[src/rtl/uart_rx_frame_ctrl_if.sv]
// Interface bundling the byte-strobe input from the UART receiver, the payload
// valid/ready stream and the status outputs of the frame controller.
// The slave modport is the frame controller; the master modport is whoever
// drives the receive strobes and consumes the payload stream.
interface uart_rx_frame_ctrl_if;
    logic       i_rx_valid;
    logic [7:0] i_rx_byte;
    logic       o_pay_valid;
    logic [7:0] o_pay_byte;
    logic       o_pay_last;
    logic       i_pay_ready;
    logic       o_frame_err;
    logic [1:0] o_err_code;
    logic       o_busy;
    logic [7:0] o_frame_cnt;

    modport slave (
        input  i_rx_valid,
        input  i_rx_byte,
        input  i_pay_ready,
        output o_pay_valid,
        output o_pay_byte,
        output o_pay_last,
        output o_frame_err,
        output o_err_code,
        output o_busy,
        output o_frame_cnt
    );

    modport master (
        output i_rx_valid,
        output i_rx_byte,
        output i_pay_ready,
        input  o_pay_valid,
        input  o_pay_byte,
        input  o_pay_last,
        input  o_frame_err,
        input  o_err_code,
        input  o_busy,
        input  o_frame_cnt
    );
endinterface

[src/rtl/uart_rx_frame_ctrl.sv]
// uart_rx_frame_ctrl: parses SYNC, LEN, PAYLOAD[LEN], CSUM frames from a stream of
// one-cycle byte strobes. Payload is buffered and only released on the valid/ready
// stream once the 8-bit modular checksum over LEN+payload sums to zero.
// Bad frames are dropped and reported with a one-cycle o_frame_err pulse.
// Optional feature macro: UART_RX_TIMEOUT_EN adds an inter-byte timeout (error code 3)
// while a frame is being received; without it a stalled frame waits indefinitely.
module uart_rx_frame_ctrl #(
    parameter logic [7:0] SYNC_BYTE    = 8'hA5,
    parameter int         MAX_LEN      = 16,
    parameter int         TIMEOUT_CLKS = 2000
) (
    input  logic               i_clk,
    input  logic               i_rst,
    uart_rx_frame_ctrl_if.slave bus
);

    localparam int         W         = $clog2(MAX_LEN + 1);
    localparam int         AW        = (MAX_LEN > 1) ? $clog2(MAX_LEN) : 1;
    localparam int         DEPTH     = 1 << AW;
    localparam logic [W-1:0] IDX_ONE = W'(1);
    localparam logic [7:0] MAX_LEN_B = 8'(MAX_LEN);

    localparam logic [1:0] ERR_OVERRUN = 2'd0;
    localparam logic [1:0] ERR_BAD_LEN = 2'd1;
    localparam logic [1:0] ERR_BAD_SUM = 2'd2;

    // Reject parameter values the buffer and counters cannot represent
    if (MAX_LEN < 1 || MAX_LEN > 255 || TIMEOUT_CLKS < 1) begin : g_bad_params
        $error("uart_rx_frame_ctrl: MAX_LEN must be 1..255 and TIMEOUT_CLKS >= 1");
    end

    typedef enum logic [2:0] {
        ST_IDLE,
        ST_LEN,
        ST_PAYLOAD,
        ST_CSUM,
        ST_DRAIN
    } state_t;

    state_t       state_q, state_d;
    logic [W-1:0] len_q, len_d;
    logic [W-1:0] wr_idx_q, wr_idx_d;
    logic [W-1:0] rd_idx_q, rd_idx_d;
    logic [7:0]   sum_q, sum_d;
    logic         pay_valid_q, pay_valid_d;
    logic [7:0]   pay_byte_q, pay_byte_d;
    logic         pay_last_q, pay_last_d;
    logic         frame_err_q, frame_err_d;
    logic [1:0]   err_code_q, err_code_d;
    logic         busy_q, busy_d;
    logic [7:0]   frame_cnt_q, frame_cnt_d;
    logic         wr_en;

    logic [7:0]   mem_q [DEPTH];
    logic [W-1:0] rd_idx_nxt;
    logic [7:0]   csum_total;

    assign rd_idx_nxt = rd_idx_q + IDX_ONE;
    assign csum_total = sum_q + bus.i_rx_byte;

`ifdef UART_RX_TIMEOUT_EN
    localparam int            TW       = $clog2(TIMEOUT_CLKS + 1);
    localparam logic [TW-1:0] TMO_LAST = TW'(TIMEOUT_CLKS - 1);
    localparam logic [TW-1:0] TMO_ONE  = TW'(1);
    localparam logic [1:0]    ERR_TIMEOUT = 2'd3;

    logic [TW-1:0] tmo_q, tmo_d;
`endif

    // Next-state, datapath and registered-output computation for the frame parser
    always_comb begin
        state_d     = state_q;
        len_d       = len_q;
        wr_idx_d    = wr_idx_q;
        rd_idx_d    = rd_idx_q;
        sum_d       = sum_q;
        pay_valid_d = pay_valid_q;
        pay_byte_d  = pay_byte_q;
        pay_last_d  = pay_last_q;
        frame_err_d = 1'b0;
        err_code_d  = err_code_q;
        frame_cnt_d = frame_cnt_q;
        wr_en       = 1'b0;

        case (state_q)
            ST_IDLE: begin
                if (bus.i_rx_valid && bus.i_rx_byte == SYNC_BYTE) begin
                    state_d = ST_LEN;
                end
            end
            ST_LEN: begin
                if (bus.i_rx_valid) begin
                    sum_d = bus.i_rx_byte;
                    if (bus.i_rx_byte == 8'd0 || bus.i_rx_byte > MAX_LEN_B) begin
                        frame_err_d = 1'b1;
                        err_code_d  = ERR_BAD_LEN;
                        state_d     = ST_IDLE;
                    end else begin
                        len_d    = bus.i_rx_byte[W-1:0];
                        wr_idx_d = '0;
                        state_d  = ST_PAYLOAD;
                    end
                end
            end
            ST_PAYLOAD: begin
                if (bus.i_rx_valid) begin
                    wr_en    = 1'b1;
                    sum_d    = sum_q + bus.i_rx_byte;
                    wr_idx_d = wr_idx_q + IDX_ONE;
                    if (wr_idx_q == len_q - IDX_ONE) begin
                        state_d = ST_CSUM;
                    end
                end
            end
            ST_CSUM: begin
                if (bus.i_rx_valid) begin
                    if (csum_total == 8'd0) begin
                        state_d     = ST_DRAIN;
                        rd_idx_d    = '0;
                        pay_valid_d = 1'b1;
                        pay_byte_d  = mem_q[0];
                        pay_last_d  = (len_q == IDX_ONE);
                    end else begin
                        frame_err_d = 1'b1;
                        err_code_d  = ERR_BAD_SUM;
                        state_d     = ST_IDLE;
                    end
                end
            end
            ST_DRAIN: begin
                if (bus.i_rx_valid) begin
                    frame_err_d = 1'b1;
                    err_code_d  = ERR_OVERRUN;
                end
                if (pay_valid_q && bus.i_pay_ready) begin
                    if (pay_last_q) begin
                        pay_valid_d = 1'b0;
                        pay_last_d  = 1'b0;
                        pay_byte_d  = 8'd0;
                        frame_cnt_d = frame_cnt_q + 8'd1;
                        state_d     = ST_IDLE;
                    end else begin
                        rd_idx_d   = rd_idx_nxt;
                        pay_byte_d = mem_q[rd_idx_nxt[AW-1:0]];
                        pay_last_d = (rd_idx_nxt == len_q - IDX_ONE);
                    end
                end
            end
            default: begin
                state_d = ST_IDLE;
            end
        endcase

`ifdef UART_RX_TIMEOUT_EN
        tmo_d = '0;
        if (state_q == ST_LEN || state_q == ST_PAYLOAD || state_q == ST_CSUM) begin
            if (!bus.i_rx_valid) begin
                if (tmo_q == TMO_LAST) begin
                    frame_err_d = 1'b1;
                    err_code_d  = ERR_TIMEOUT;
                    state_d     = ST_IDLE;
                end else begin
                    tmo_d = tmo_q + TMO_ONE;
                end
            end
        end
`endif

        busy_d = (state_d != ST_IDLE);
    end

    // State and output registers; reset abandons any frame in progress without a report
    always_ff @(posedge i_clk) begin
        if (i_rst) begin
            state_q     <= ST_IDLE;
            len_q       <= '0;
            wr_idx_q    <= '0;
            rd_idx_q    <= '0;
            sum_q       <= '0;
            pay_valid_q <= 1'b0;
            pay_byte_q  <= '0;
            pay_last_q  <= 1'b0;
            frame_err_q <= 1'b0;
            err_code_q  <= '0;
            busy_q      <= 1'b0;
            frame_cnt_q <= '0;
        end else begin
            state_q     <= state_d;
            len_q       <= len_d;
            wr_idx_q    <= wr_idx_d;
            rd_idx_q    <= rd_idx_d;
            sum_q       <= sum_d;
            pay_valid_q <= pay_valid_d;
            pay_byte_q  <= pay_byte_d;
            pay_last_q  <= pay_last_d;
            frame_err_q <= frame_err_d;
            err_code_q  <= err_code_d;
            busy_q      <= busy_d;
            frame_cnt_q <= frame_cnt_d;
        end
    end

`ifdef UART_RX_TIMEOUT_EN
    // Inter-byte silence counter, only meaningful while a frame is being received
    always_ff @(posedge i_clk) begin
        if (i_rst) begin
            tmo_q <= '0;
        end else begin
            tmo_q <= tmo_d;
        end
    end
`endif

    // Payload buffer; contents need no reset since only written slots are ever read
    always_ff @(posedge i_clk) begin
        if (wr_en) begin
            mem_q[wr_idx_q[AW-1:0]] <= bus.i_rx_byte;
        end
    end

    assign bus.o_pay_valid = pay_valid_q;
    assign bus.o_pay_byte  = pay_byte_q;
    assign bus.o_pay_last  = pay_last_q;
    assign bus.o_frame_err = frame_err_q;
    assign bus.o_err_code  = err_code_q;
    assign bus.o_busy      = busy_q;
    assign bus.o_frame_cnt = frame_cnt_q;

endmodule

[src/flat_wrapper.sv]
// flat-port wrapper written by rule: the top's interface ports become plain ports
module uart_rx_frame_ctrl_flat 
#(
    parameter logic [7:0] SYNC_BYTE    = 8'hA5,
    parameter int         MAX_LEN      = 16,
    parameter int         TIMEOUT_CLKS = 2000
)
  (i_clk, i_rst, bus_i_rx_valid, bus_i_rx_byte, bus_i_pay_ready, bus_o_pay_valid, bus_o_pay_byte, bus_o_pay_last, bus_o_frame_err, bus_o_err_code, bus_o_busy, bus_o_frame_cnt);
  uart_rx_frame_ctrl_if bus_i ();
  input  logic i_clk;
  input  logic i_rst;
  input wire logic [$bits(bus_i.i_rx_valid)-1:0] bus_i_rx_valid;
  input wire logic [$bits(bus_i.i_rx_byte)-1:0] bus_i_rx_byte;
  input wire logic [$bits(bus_i.i_pay_ready)-1:0] bus_i_pay_ready;
  output wire logic [$bits(bus_i.o_pay_valid)-1:0] bus_o_pay_valid;
  output wire logic [$bits(bus_i.o_pay_byte)-1:0] bus_o_pay_byte;
  output wire logic [$bits(bus_i.o_pay_last)-1:0] bus_o_pay_last;
  output wire logic [$bits(bus_i.o_frame_err)-1:0] bus_o_frame_err;
  output wire logic [$bits(bus_i.o_err_code)-1:0] bus_o_err_code;
  output wire logic [$bits(bus_i.o_busy)-1:0] bus_o_busy;
  output wire logic [$bits(bus_i.o_frame_cnt)-1:0] bus_o_frame_cnt;
  assign bus_i.i_rx_valid = bus_i_rx_valid;
  assign bus_i.i_rx_byte = bus_i_rx_byte;
  assign bus_i.i_pay_ready = bus_i_pay_ready;
  assign bus_o_pay_valid = bus_i.o_pay_valid;
  assign bus_o_pay_byte = bus_i.o_pay_byte;
  assign bus_o_pay_last = bus_i.o_pay_last;
  assign bus_o_frame_err = bus_i.o_frame_err;
  assign bus_o_err_code = bus_i.o_err_code;
  assign bus_o_busy = bus_i.o_busy;
  assign bus_o_frame_cnt = bus_i.o_frame_cnt;
  uart_rx_frame_ctrl #(.SYNC_BYTE(SYNC_BYTE), .MAX_LEN(MAX_LEN), .TIMEOUT_CLKS(TIMEOUT_CLKS)) u_core (.i_clk(i_clk), .i_rst(i_rst), .bus(bus_i));
endmodule
[config.mk]
export PLATFORM = sky130hd
export DESIGN_NAME = uart_rx_frame_ctrl_flat
export DESIGN_NICKNAME = d
export VERILOG_FILES = /design/src/rtl/uart_rx_frame_ctrl_if.sv /design/src/rtl/uart_rx_frame_ctrl.sv /design/src/flat_wrapper.sv
export SDC_FILE = /design/constraint.sdc
export NUM_CORES = 1
export LEC_CHECK = 0
export BUFFER_PORTS_ARGS = -buffer_cell sky130_fd_sc_hd__buf_2
export CAP_MARGIN = 0
export CORE_MARGIN = 3
export CORE_UTILIZATION = 55
export CTS_BUF_LIST = sky130_fd_sc_hd__clkbuf_16
export CTS_CLUSTER_DIAMETER = 120
export DETAILED_ROUTE_END_ITERATION = 10
export HOLD_SLACK_MARGIN = 0.05
export PLACE_DENSITY = 0.85
export SLEW_MARGIN = 10
export SYNTH_ARGS = -nofsm -noshare
export SYNTH_HDL_FRONTEND = slang
export SYNTH_SLANG_ARGS = --single-unit
[constraint.sdc]
create_clock -name i_clk -period 2.6 [get_ports i_clk]
set_input_delay 0.13 -clock i_clk [delete_from_list [all_inputs] [get_ports i_clk]]
set_output_delay 0.13 -clock i_clk [all_outputs]
set_load 0.01 [all_outputs]
==> key figures <==
Status
  • Status: complete, but fails checks
  • Failing checks: negative setup slack

Logic synthesis
  • Yosys top cell by area: edfxtp_1
  • Sequential area share after synthesis: a little over 60%
  • Synthesized Nets: 599
  • Synth Warn #: 0
  • Number of flops mapped to enable cells by yosys: 128
  • Main synth FF type: edfxtp_1
  • Syn_area_per_cell: 13.8 um2
  • Top-area cell type share of the netlist area: 48.7%
  • FF+latch count, synth: 176
  • Top cells by area, synth: edfxtp_1, dfxtp_1, mux4_2, mux2i_1, ha_1
  • Yosys cell types: 62
  • Post-synth ARST share: 0%
  • Mapped cell area: 7900 um2
  • Synth Instances: 571

Final layout
  • Commonest non-fill, non-tap cell in the layout: edfxtp_1
  • Most frequent cells in the layout: edfxtp_1, dfxtp_1, nor2_1, buf_4, nand2_1
  • Layout fillers: 893
  • Share of layout cells above drive strength 1: 26.8%
  • Utilization after layout: ~66%
  • Antenna diodes: 0
  • Final std cell area, no fill: 9210 um2
  • Area grow syn2layout: 16.6%
  • Nets: ~660

STA
  • Setup Viol. Count Final: 15
  • Final Hold Slack: 0.0683 ns
  • Slew of the pin with the lowest slew margin: 0.557 ns
  • Highest Clock Rate: 372 MHz
  • Endpoints failing hold: 0
  • RSZ-0062 raised after global routing: yes
  • Skew final: roughly 0.0096 ns
  • Slew headroom: a little over three fifths
  • Max-slew violations: 0
  • Period utilisation layout: 103%
  • Setup ws final: -0.0882 ns
  • Period minus WS final: 2.69 ns

Clocking
  • Post-CTS Setup Bufs: 0
  • TritonCTS sink count: about 180
  • Max Buffers Root-to-Sink: 2
  • Total CTS buffers: 17
  • Clk Latency, worst-skew pair: 0.43 ns
  • Hold buffer count at cts: 0
  • TritonCTS clock tree: built
  • Clk Tree Root Cell: clkbuf_16
  • H-Tree Depth: 4
  • Clock transition at the registers of the reported paths: 0.07 ns

Floorplanning
  • Die height: 126 um
  • Die ar.: 15800 um2
  • Starting density of the core: 56.5%
  • Die width: 126 um
  • # rows: 43
  • I/O pin count: 34
  • CORE AREA: 14000 um2

Power
  • Internal power: 4560 uW
  • Switching pwr: 1220 uW
  • Clock group share of total power: 45.8%
  • Overall Power: roughly 5800 uW
  • LEAKAGE: 0.00308 uW
  • Maximum VDD drop: 585 uV
  • Sequential share of power: 52.0%
  • Net Sw Frac: 21.1%
  • Power Density: 627 nW/um2
  • Comb pwr share: between 2 and 2.5%

Global routing
  • Vias in the first global route: approximately 5500
  • Grt met3 use: 4.96%
  • GR Overflow Total: 0
  • Initial antenna violation count: 0
  • First-pass GRT wire length: 30600 um
  • Met1 Use GR: 32.9%
  • Most Crowded Layer GR: met2
  • Met2 GRT Util: 42.2%
  • Largest net degree at the start of global routing: 45
  • Gr usage total: 25.3%

Detailed routing
  • Pre-antenna DRT Iters: 6
  • Routed Antenna Nets: 0
  • Routed wire length: 19800 um
  • Drt via density: 6.67
  • DRC errors left: 0
  • Initial DRC count: 870
  • DR WL/cell: ~24 um
  • Total number of vias: 5527

Worst setup path
  • Slowest stage delay, CP: 0.42 ns
  • Top delay family on crit path: compound AO/OA/AOI/OAI gates
  • Critical Path AT: 3.05 ns
  • Crit Path Class: reg2reg
  • Crit path top cell by count: buf_6
  • Worst Path Required: 2.96 ns
  • Critical-path cell list: ha_4, fa_2, a211oi_4, or4b_2, nand4_1, a2111o_1, buf_6, buf_6, o31a_2, o21ai_1
  • Setup crit start kind: flop
  • Crit path buffers/inverters: 2
  • Worst-path maximum fanout: 12
  • Crit. End Element: flop
  • CP max-delay cell: a2111o_1

Flow run
  • Number of max-cap violations: 0

Min path
  • Worst hold-check path type: in2reg

Placement
  • RePlAce Congestion: 0.854
  • Setup WS pre-CTS: -0.186 ns
  • Number of I/O port buffers: 33
  • Post-DP Area: 8510 um2
  • Dpl hpwl: 11800 um
## cell usage after synthesis (12+ instances only)
cell / n
edfxtp_1: 128
dfxtp_1: 48
nor2_1: 44
nand2_1: 34
mux4_2: 32
nor3_1: 28
mux2i_1: 22
a21oi_1: 20
clkbuf_1: 18
ha_1: 15
xnor2_1: 14
xor2_1: 14
a211oi_1: 12
## sequential cells by signal, indices dropped and copies added (netlist names)
signal / count
u_core.state_q: 3
u_core.wr_idx_q: 5
u_core.rd_idx_q: 5
u_core.mem_q: 128
u_core.bus.o_pay_byte: 8
u_core.bus.o_pay_last: 1
u_core.bus.o_busy: 1
u_core.bus.o_err_code: 2
u_core.len_q: 5
u_core.sum_q: 8
u_core.bus.o_frame_cnt: 8
u_core.bus.o_pay_valid: 1
u_core.bus.o_frame_err: 1
## through the flow
step | std cells | setup TNS (ns)
after global placement | 796 | -1.12
after global routing | 829 | -3.08
after CTS | 828 | -0.373
after floorplan | 571 | -0.438
final | 829 | -0.969
after detailed placement | 796 | -1.80
## logic make-up after synthesis
logic type      after synthesis  synth area share [%]
mux                          54                  11.9
compound gates               95                  8.85
flops                       176                  60.8
simple gates                160                  10.1
fa+ha+maj                    16                  2.63
xor+xnor                     29                  3.31
buf+inv                      41                  2.42
## path summary, 6_finish.rpt
path	startpoint	end	slack, ns	cells after the start
max	u_core.sum_q[0]$_SDFFE_PP0P_	u_core.bus.o_busy$_SDFF_PP0_	-0.09	10
min	bus_i_rx_byte[1]	u_core.sum_q[1]$_SDFFE_PP0P_	0.07	3
max reg2reg	u_core.sum_q[0]$_SDFFE_PP0P_	u_core.bus.o_busy$_SDFF_PP0_	-0.09	10
min reg2reg	u_core.sum_q[3]$_SDFFE_PP0P_	u_core.sum_q[3]$_SDFFE_PP0P_	0.46	2
## layer usage
| metal | up-vias | share of wire, % |
|---|---|---|
| li1 | 2351 | - |
| met1 | 2720 | 37 |
| met2 | 394 | 50 |
| met3 | 62 | 9.6 |
| met4 | 0 | 3.3 |
| met5 | - | 0 |
## final cells by class
| type | instances | area, um2 | area share (%) |
|---|---|---|---|
| clock inverters | 15 | 180 | 1.96 |
| repair buffers | 77 | 541 | 5.87 |
| clock buffers | 17 | 425 | 4.62 |
| inverters | 9 | 33.8 | 0.367 |
| well taps | 180 | 225 | 2.44 |
| flip-flops and latches | 176 | 4810 | 52.2 |
| multi-input cells | 355 | 3000 | 32.6 |
## power groups by stage
stage | combinational [uW] | clock (uW) | sequential (uW)
6_report | 128 | 2650 | 3000
5_1_grt | 137 | 2780 | 3000
4_1_cts | 123 | 2660 | 3000
3_5_place_dp | 119 | 0 | 3060
3_3_place_gp | 112 | 0 | 3060
2_1_floorplan | 42.5 | 0 | 3070
## worst register-to-register path: cells and delay by family (launching register included)
family | cells | cell delay, ns
AOI/OAI and AO/OA | 4 | 1.08
adders and majority gates | 2 | 0.58
and+or+nand+nor | 2 | 0.28
buffers and inverters | 2 | 0.33
DFF | 1 | 0.35
## what timing repair did
| action | 4_1_cts | 5_1_grt |
|---|---|---|
| cloned | 0 | 1 |
| endpoints found under the setup margin | 19 | 19 |
| pin swaps | 4 | 0 |
| gates resized for setup | 10 | 11 |
Power figures use the tool's default switching activity.
